<file path="src/rtl/picoctrl_pkg.sv">
// Shared encodings for the PicoCtrl sequencer: instruction fields, action codes,
// state encoding and a decode helper used by the core and the ROM opcode include.
package picoctrl_pkg;

    localparam int INSTR_W      = 16;
    localparam int N_REGS       = 4;

    localparam int COND_SEL_MSB = 15;
    localparam int COND_SEL_LSB = 13;
    localparam int COND_POL_BIT = 12;
    localparam int ACT_MSB      = 11;
    localparam int ACT_LSB      = 10;
    localparam int REG_MSB      = 9;
    localparam int REG_LSB      = 8;
    localparam int DATA_MSB     = 7;
    localparam int DATA_LSB     = 0;

    typedef enum logic [1:0] {
        ACT_NOP   = 2'b00,
        ACT_WRITE = 2'b01,
        ACT_JUMP  = 2'b10,
        ACT_HALT  = 2'b11
    } action_e;

    typedef enum logic {
        ST_RUN  = 1'b0,
        ST_HALT = 1'b1
    } state_e;

    // {cond_sel, cond_pol}: c0 is tied low, so selecting it with polarity 0 always holds
    localparam logic [3:0] COND_ALWAYS = 4'b0000;

    typedef struct packed {
        logic [2:0] cond_sel;
        logic       cond_pol;
        action_e    action;
        logic [1:0] reg_sel;
        logic [7:0] data;
    } instr_t;

    function automatic instr_t decode_instr(input logic [INSTR_W-1:0] word);
        instr_t d;
        d.cond_sel = word[COND_SEL_MSB:COND_SEL_LSB];
        d.cond_pol = word[COND_POL_BIT];
        d.action   = action_e'(word[ACT_MSB:ACT_LSB]);
        d.reg_sel  = word[REG_MSB:REG_LSB];
        d.data     = word[DATA_MSB:DATA_LSB];
        return d;
    endfunction

endpackage

</file>
<file path="src/rtl/picoctrl_cond_sync.sv">
// Two-flop synchronizer for the external condition inputs (used only when
// PICOCTRL_COND_SYNC_EN is defined).
module picoctrl_cond_sync #(
    parameter int W = 8
) (
    input  logic         clk,
    input  logic         reset,
    input  logic [W-1:0] d,
    output logic [W-1:0] q
);

    logic [W-1:0] meta_r;
    logic [W-1:0] sync_r;

    // Two-stage capture of asynchronous condition levels
    always_ff @(posedge clk or posedge reset) begin
        if (reset) begin
            meta_r <= {W{1'b0}};
            sync_r <= {W{1'b0}};
        end else begin
            meta_r <= d;
            sync_r <= meta_r;
        end
    end

    assign q = sync_r;

endmodule

</file>
<file path="src/rtl/picoctrl_core.sv">
// PicoCtrl execution core: fetch from ROM, evaluate condition, write/jump/halt.
// Optional macro PICOCTRL_COND_SYNC_EN adds a 2-flop synchronizer on cond_in.
module picoctrl_core
    import picoctrl_pkg::*;
#(
    parameter int ADDR_W = 5,
    parameter int DATA_W = 8,
    parameter int N_COND = 8
) (
    input  logic                  clk,
    input  logic                  reset,
    output logic [ADDR_W-1:0]     rom_addr,
    input  logic [INSTR_W-1:0]    rom_data,
    input  logic [N_COND-1:0]     cond_in,
    input  logic                  ce,
    input  logic                  start,
    output logic [4*DATA_W-1:0]   reg_out,
    output logic [3:0]            reg_wr,
    output logic                  halted
);

    localparam logic [N_COND-1:0] COND_MASK = {{(N_COND-1){1'b1}}, 1'b0};

    logic [ADDR_W-1:0]              pc_r;
    state_e                         state_r;
    logic [N_REGS-1:0][DATA_W-1:0]  regs_r;
    logic [N_REGS-1:0]              reg_wr_r;
    logic                           halted_r;

    logic [N_COND-1:0]              cond_raw_s;
    logic [N_COND-1:0]              cond_s;
    instr_t                         instr_s;
    logic                           take_s;
    logic [ADDR_W-1:0]              pc_inc_s;
    logic [ADDR_W-1:0]              next_pc_s;
    state_e                         next_state_s;
    logic [N_REGS-1:0]              wr_strobe_s;

    assign cond_raw_s = cond_in & COND_MASK;

`ifdef PICOCTRL_COND_SYNC_EN
    picoctrl_cond_sync #(
        .W (N_COND)
    ) u_cond_sync (
        .clk   (clk),
        .reset (reset),
        .d     (cond_raw_s),
        .q     (cond_s)
    );
`else
    assign cond_s = cond_raw_s;
`endif

    assign instr_s  = decode_instr(rom_data);
    assign take_s   = (cond_s[instr_s.cond_sel] == instr_s.cond_pol);
    assign pc_inc_s = pc_r + {{(ADDR_W-1){1'b0}}, 1'b1};

    // Next PC, next state and write strobe for the instruction at PC
    always_comb begin
        next_pc_s    = pc_r;
        next_state_s = state_r;
        wr_strobe_s  = 4'b0000;
        case (state_r)
            ST_RUN: begin
                if (ce) begin
                    next_pc_s = pc_inc_s;
                    case (instr_s.action)
                        ACT_WRITE: begin
                            if (take_s) begin
                                wr_strobe_s[instr_s.reg_sel] = 1'b1;
                            end else begin
                                wr_strobe_s = 4'b0000;
                            end
                        end
                        ACT_JUMP: begin
                            if (take_s) begin
                                next_pc_s = instr_s.data[ADDR_W-1:0];
                            end else begin
                                next_pc_s = pc_inc_s;
                            end
                        end
                        ACT_HALT: begin
                            // A taken halt parks PC on the halt instruction itself
                            if (take_s) begin
                                next_pc_s    = pc_r;
                                next_state_s = ST_HALT;
                            end else begin
                                next_state_s = ST_RUN;
                            end
                        end
                        ACT_NOP: begin
                            next_pc_s = pc_inc_s;
                        end
                        default: begin
                            next_pc_s = pc_inc_s;
                        end
                    endcase
                end else begin
                    next_pc_s = pc_r;
                end
            end
            ST_HALT: begin
                if (ce && start) begin
                    next_pc_s    = {ADDR_W{1'b0}};
                    next_state_s = ST_RUN;
                end else begin
                    next_pc_s    = pc_r;
                end
            end
            default: begin
                next_pc_s    = {ADDR_W{1'b0}};
                next_state_s = ST_RUN;
            end
        endcase
    end

    // Sequencer state: PC, FSM state, halted flag and write strobes
    always_ff @(posedge clk or posedge reset) begin
        if (reset) begin
            pc_r     <= {ADDR_W{1'b0}};
            state_r  <= ST_RUN;
            halted_r <= 1'b0;
            reg_wr_r <= 4'b0000;
        end else begin
            pc_r     <= next_pc_s;
            state_r  <= next_state_s;
            halted_r <= (next_state_s == ST_HALT);
            reg_wr_r <= wr_strobe_s;
        end
    end

    // Output registers, loaded only on a taken write
    always_ff @(posedge clk or posedge reset) begin
        if (reset) begin
            regs_r <= {(N_REGS*DATA_W){1'b0}};
        end else begin
            for (int i = 0; i < N_REGS; i++) begin
                if (wr_strobe_s[i]) begin
                    regs_r[i] <= instr_s.data[DATA_W-1:0];
                end
            end
        end
    end

    assign rom_addr = pc_r;
    assign reg_out  = regs_r;
    assign reg_wr   = reg_wr_r;
    assign halted   = halted_r;

endmodule
</file>
<file path="config.mk">
export PLATFORM = sky130hd
export DESIGN_NAME = picoctrl_core
export DESIGN_NICKNAME = d
export VERILOG_FILES = /design/src/rtl/picoctrl_pkg.sv /design/src/rtl/picoctrl_cond_sync.sv /design/src/rtl/picoctrl_core.sv
export SDC_FILE = /design/constraint.sdc
export NUM_CORES = 1
export LEC_CHECK = 0
export ABC_CLOCK_PERIOD_IN_PS = 3200
export BUFFER_PORTS_ARGS = -buffer_cell sky130_fd_sc_hd__buf_4
export CAP_MARGIN = 20
export CORE_MARGIN = 1.5
export CORE_UTILIZATION = 30
export CTS_BUF_LIST = sky130_fd_sc_hd__clkbuf_8
export DETAILED_ROUTE_END_ITERATION = 8
export PLACE_DENSITY = 0.56
export SKIP_CTS_REPAIR_TIMING = 1
export SYNTH_ARGS = -nofsm -noshare
export SYNTH_HDL_FRONTEND = slang
export SYNTH_HIERARCHICAL = 1
export SYNTH_SLANG_ARGS = --single-unit
</file>
<file path="constraint.sdc">
create_clock -name clk -period 3.2 [get_ports clk]
set_clock_uncertainty 0.1 [all_clocks]
set_input_delay 0.64 -clock clk [delete_from_list [all_inputs] [get_ports clk]]
set_output_delay 0.64 -clock clk [all_outputs]
set_load 0.05 [all_outputs]
</file>
==> results of run 1 <==
cells by family (layout without fill, tap and decap cells):
group / Yosys count / count (layout) / share of synthesized area [%]
flops: 42 / 42 / 56.9
mux: 39 / 39 / 24.6
simple gates: 28 / 28 / 9.76
compound gates: 12 / 12 / 5.56
buf+inv: 7 / 85 / 2.03
fa+ha+maj: 1 / 1 / 0.677
xor+xnor: 1 / 1 / 0.474
layout make-up:
| class | instances | area [um2] |
|---|---|---|
| Multi-Input combinational cell | 81 | 758 |
| Fill cell | 567 | 3310 |
| Clock buffer | 5 | 68.8 |
| Inverter | 3 | 11.3 |
| Sequential cell | 42 | 1050 |
| Clock inverter | 2 | 7.51 |
| Tap cell | 75 | 93.8 |
| Timing Repair Buffer | 75 | 621 |
critical path: cells and delay by family:
kind	cells	cell delay, ns
buffers and inverters	1	0.13
AOI/OAI and AO/OA	2	0.63
and+or+nand+nor	2	0.61
muxes	2	0.65
per-layer routing:
| metal | share of wire (%) | track usage, % | up-vias |
|---|---|---|---|
| met5 | 0 | 0 | - |
| li1 | - | - | 642 |
| met3 | 12 | 7.11 | 2 |
| met2 | 45 | 20.8 | 51 |
| met1 | 43 | 16.2 | 685 |
| met4 | 0.16 | 3.10 | 0 |
placed cells by master (no fill, tap or decap), types with 3 or more instances in the layout:
cell / count
clkbuf_8: 5
a221o_1: 3
nand2_1: 4
buf_12: 3
mux2_2: 35
nor3_1: 3
dfrtp_1: 42
inv_1: 5
buf_4: 71
mux2_4: 4
nor2_1: 4
worst max-delay path by stage:
stage,to,slack [ns],start,cells after the start
floorplan,rom_addr[2],0.59,rom_data[15],7
global placement,rom_addr[4],0.30,rom_data[15],7
detailed placement,rom_addr[3],0.28,rom_data[15],7
CTS,rom_addr[3],0.60,rom_data[15],7
global route,rom_addr[2],0.54,rom_data[15],7
finish,rom_addr[3],0.62,rom_data[15],7
registers in the layout, indices dropped and copies added (netlist names):
register	count
reg_wr	4
halted	1
reg_out	32
rom_addr	5
Yosys cell counts (all sizes together):
master   instances
a2111oi          1
a211o            1
a221o            3
a221oi           1
a22o             1
a31oi            1
a41oi            1
and3             1
and4             2
and4b            2
and4bb           1
buf              4
dfrtp           42
ha               1
inv              3
mux2            39
nand2            4
nand2b           2
nand3            2
nand4            1
nor2             4
nor2b            2
nor3             3
nor4             1
nor4bb           1
o21ai            2
o22ai            1
or2              1
or3b             1
xnor2            1
where the power goes:
part           total [mW]  internal [mW]  switching [mW]  leakage, nW
clock network       0.312          0.144           0.168       0.0466
logic                1.20          0.413           0.785        0.739
registers           0.817          0.695           0.122        0.548
total                2.33           1.25            1.08         1.33
==> results.toml, run 1 <==
[setup_path]
critPathKind = "in2reg"
required_ns = 3.28
r2r_slack_ns = 1.23
crit_top_cell = "mux2_4"
endpoint_kind = "flip-flop"
path_cells = "buf_4 -> mux2_4 -> a221oi_2 -> nor3_1 -> or3b_1 -> mux2_4 -> a221o_1"
cp.arrival_ns = 2.66
ff2ff_path_depth = 4
crit_slowest_cell = "or3b_1"
r2r-end = "reg_out[6]"
cp_slowest_stage_delay_ns = 0.52
cp_max_fo = 8
reg2reg_from = "halted"
critPathLaunchType = "input pin"

[die]
io_pins = 70
die_area_mm2 = 0.00664
core.rowCount = 28
die_y_um = 81.5
initial_core_util_pct = 31.2
core_area_mm2 = 0.00592
die-width_um = 81.5

[sta]
setup_tns_ns = 0
worst_slew_pin_slew_ns = 0.503
finalSetupViolCount = 0
hold_ws_ns = 0.259
max_freq_mhz = 387
final_max_slew_viol_count = 0
finalHoldViolCount = 0
timing.final.ws_setup_ns = 0.617
grt_setup_unrepaired = "false"
post-route-period-util_pct = 80.7
relSlewSlack_pct = 66.2
period_minus_slack_ns = 2.58

[synth]
synth_nets = 159
netlist_instances = 130
yosys.area.top_type_share_pct = 56.9
yosys.area.top_type = "dfrtp_1"
synth_area_mm2 = 0.00185
synth.avg_cell_area_um2 = 14.2
yosys_register_bits = 42
synth.distinct_cells = 32
synth_area_leaders = "dfrtp_1, mux2_2, mux2_4"
ys_seq_area_share_pct = 56.9
yosys_warnings = 6

[clock_tree]
tritoncts = "built"
clk_latency_ns = 0.28
root_buffer = "clkbuf_8"
htreeDepth = 2
numCtsBuffers = 5
cts_sinks = 42
cts_buffer_depth = 2
clk_transition_reported_paths_ns = 0.08

[placed_design]
dp_slack_ns = 0.282
dp_hpwl_mm = 3.26
portBuffers = 68
postPlaceCellArea_mm2 = 0.00251
numPlacedInstances = 275
gp_congestion = 0.695

[grt]
track_usage_pct = 13.3
grt_max_degree = 27
first_global_vias = 1385
grt_pass1_wl_mm = 6.56
overflow = 0
antenna_found_initial = 0

[drt]
first_iter_violations = 14
ant_nets = 0
drt_wl_total_mm = 4.30
vias = 1380
drc_errors = 0
via_per_inst = 4.88
drt_pass1_iterations = 5
wl_per_cell_um = 15.2

[power]
total_power_mw = 2.33
vdd.ir_drop.worst_mv = 0.444
leakage_nw = 1.33
pwr_density_cell_mw_per_mm2 = 891

[final_layout]
final_area_mm2 = 0.00261
stdcell_count = 283
syn_to_final_growth_pct = 41.4
final_nets = 237
drive_gt1_share_pct = 59.1
antenna_cells = 0
final_util_pct = 44.1

[hold_path]
hold_class = "in2async"

[run]
max_cap_violations = 0

[status]
status = "complete, no violations"
No activity file was read; power rests on OpenSTA's default activity.
==> inputs of run 2 (changes only) <==
Settings changed: ABC_CLOCK_PERIOD_IN_PS 3200 to 2520.
Clock period 3.2 ns to 2.52 ns, I/O delays scaled along.
==> run 2 against run 1 <==
  * Hold slack lost 0.013 ns
  * Clock-buffer cell count unchanged
  * Clock power grew 26%
  * Power up 27%
  * Critical endpoint is now rom_addr[2]
  * Critical path depth is the same
  * Final area grew 0.48%
  * Largest cell class unchanged
==> results.toml, run 2 (synthesized netlist as in run 1, its figures left out) <==
[final_layout]
final_nets = 243
largest_register_ffs = 32
drive_gt1_share_pct = 60.3
final_common_cell = "buf_4"
final_util_pct = 44.3
final_cell_mix = "buf_4, dfrtp_1, mux2_2, inv_1, clkbuf_8"
antenna_cells = 0
nFillCells = 550
syn_to_final_growth_pct = 42.1

[clock_tree]
clk_transition_reported_paths_ns = 0.08
numCtsBuffers = 5
root_buffer = "clkbuf_8"
cts_sinks = 42
tritoncts = "built"
cts_buffer_depth = 2
clk_latency_ns = 0.28
htreeDepth = 2

[power]
pwr_density_cell_mw_per_mm2 = 1130
vdd.ir_drop.worst_mv = 0.556
leakage_nw = 1.35

[drt]
wl_per_cell_um = 15.2
drt_pass1_iterations = 4
first_iter_violations = 44
vias = 1364
drt_wl_total_mm = 4.38
via_per_inst = 4.72
ant_nets = 0
drc_errors = 0

[placed_design]
portBuffers = 68
dp_hpwl_mm = 3.28
gp_congestion = 0.714
dp_slack_ns = -0.211

[grt]
met2_usage_pct = 20.7
antenna_found_initial = 0
grt_pass1_wl_mm = 6.96
grtUsageMet3_pct = 7.56
grt_util_met1_pct = 17.9
overflow = 0
track_usage_pct = 14.0
grt_max_degree = 43
first_global_vias = 1440
grt.busiest_layer = "met2"

[setup_path]
critPathBufInv = 1
crit_slowest_cell = "or3b_1"
crit_top_cell = "mux2_4"
reg2reg_from = "halted"
critPathLaunchType = "input pin"
r2r-end = "reg_out[15]"
cp_slowest_stage_delay_ns = 0.53
path_cells = "buf_4 -> mux2_4 -> a221oi_2 -> nor3_1 -> or3b_1 -> mux2_4 -> a221o_1"
path_delay_family = "multiplexers"
cp_max_fo = 8
r2r_slack_ns = 0.61
critPathKind = "in2reg"
required_ns = 2.59
endpoint_kind = "flip-flop"
cp.arrival_ns = 2.50
ff2ff_path_depth = 4

[sta]
post-route-period-util_pct = 96.3
finalSetupViolCount = 0
max_freq_mhz = 412
finalHoldViolCount = 0
worst_slew_pin_slew_ns = 0.524
final_max_slew_viol_count = 0
setup_tns_ns = 0
relSlewSlack_pct = 65.1
timing.final.ws_setup_ns = 0.0941
period_minus_slack_ns = 2.43
grt_setup_unrepaired = "false"
hold_ws_ns = 0.246

[run]
max_cap_violations = 0

[die]
die_area_mm2 = 0.00664
die-width_um = 81.5
io_pins = 70
core_area_mm2 = 0.00592
die_y_um = 81.5
core.rowCount = 28
initial_core_util_pct = 31.2

[hold_path]
hold_class = "in2async"

[status]
status = "complete, no violations"
==> run 2: cell count changes in the layout (fill, tap and decap cells not counted) <==
| cell | delta |
|---|---|
| buf_4 | +8 |
| buf_16 | -1 |
| buf_12 | -1 |
==> run 2: final cells by class <==
class	instances	area (um2)	area share, %
clock buffer	5	68.8	2.62
clock inverter	2	7.51	0.286
inverter	3	11.3	0.429
multi-input combinational	81	758	28.9
sequential	42	1050	40.1
tap	75	93.8	3.58
timing repair buffer	81	633	24.1
==> run 2: how the worst max path moves through the flow <==
| stage | startpoint | endpoint | slack, ns | depth (start not counted) |
|---|---|---|---|---|
| final | rom_data[15] | rom_addr[2] | 0.09 | 7 |
| after global routing | rom_data[15] | rom_addr[3] | 0.02 | 7 |
| after CTS | rom_data[15] | rom_addr[4] | 0.1 | 7 |
| after detailed placement | rom_data[15] | rom_addr[2] | -0.21 | 7 |
| after global placement | rom_data[15] | rom_addr[4] | -0.20 | 7 |
| after floorplan | rom_data[15] | rom_addr[2] | 0.05 | 7 |
==> run 2: report_power, final <==
part / total [mW] / internal [mW] / switching (mW) / leakage, nW
Combinational: 1.53 / 0.532 / 0.997 / 0.760
Clock: 0.393 / 0.183 / 0.210 / 0.0466
Sequential: 1.04 / 0.883 / 0.154 / 0.548
==> run 2: stage by stage <==
step           total power [mW]  cell area, um2  cells
3_3_place_gp               2.58            2550    282
2_1_floorplan              2.08            1850    130
4_1_cts                    3.00            2620    289
6_report                   2.96            2620    289
5_1_grt                    3.12            2620    289
3_5_place_dp               2.59            2550    282
==> run 2: per-layer routing <==
layer / wire length (um) / vias up
met5: 0 / -
met1: 1960 / 661
met2: 1880 / 51
met3: 522 / 4
met4: 24 / 0
li1: - / 648
==> run 2: worst min-delay path: stages <==
cell,delay [ns]
buf_4,0.10
inv_1,0.04
buf_4,0.43
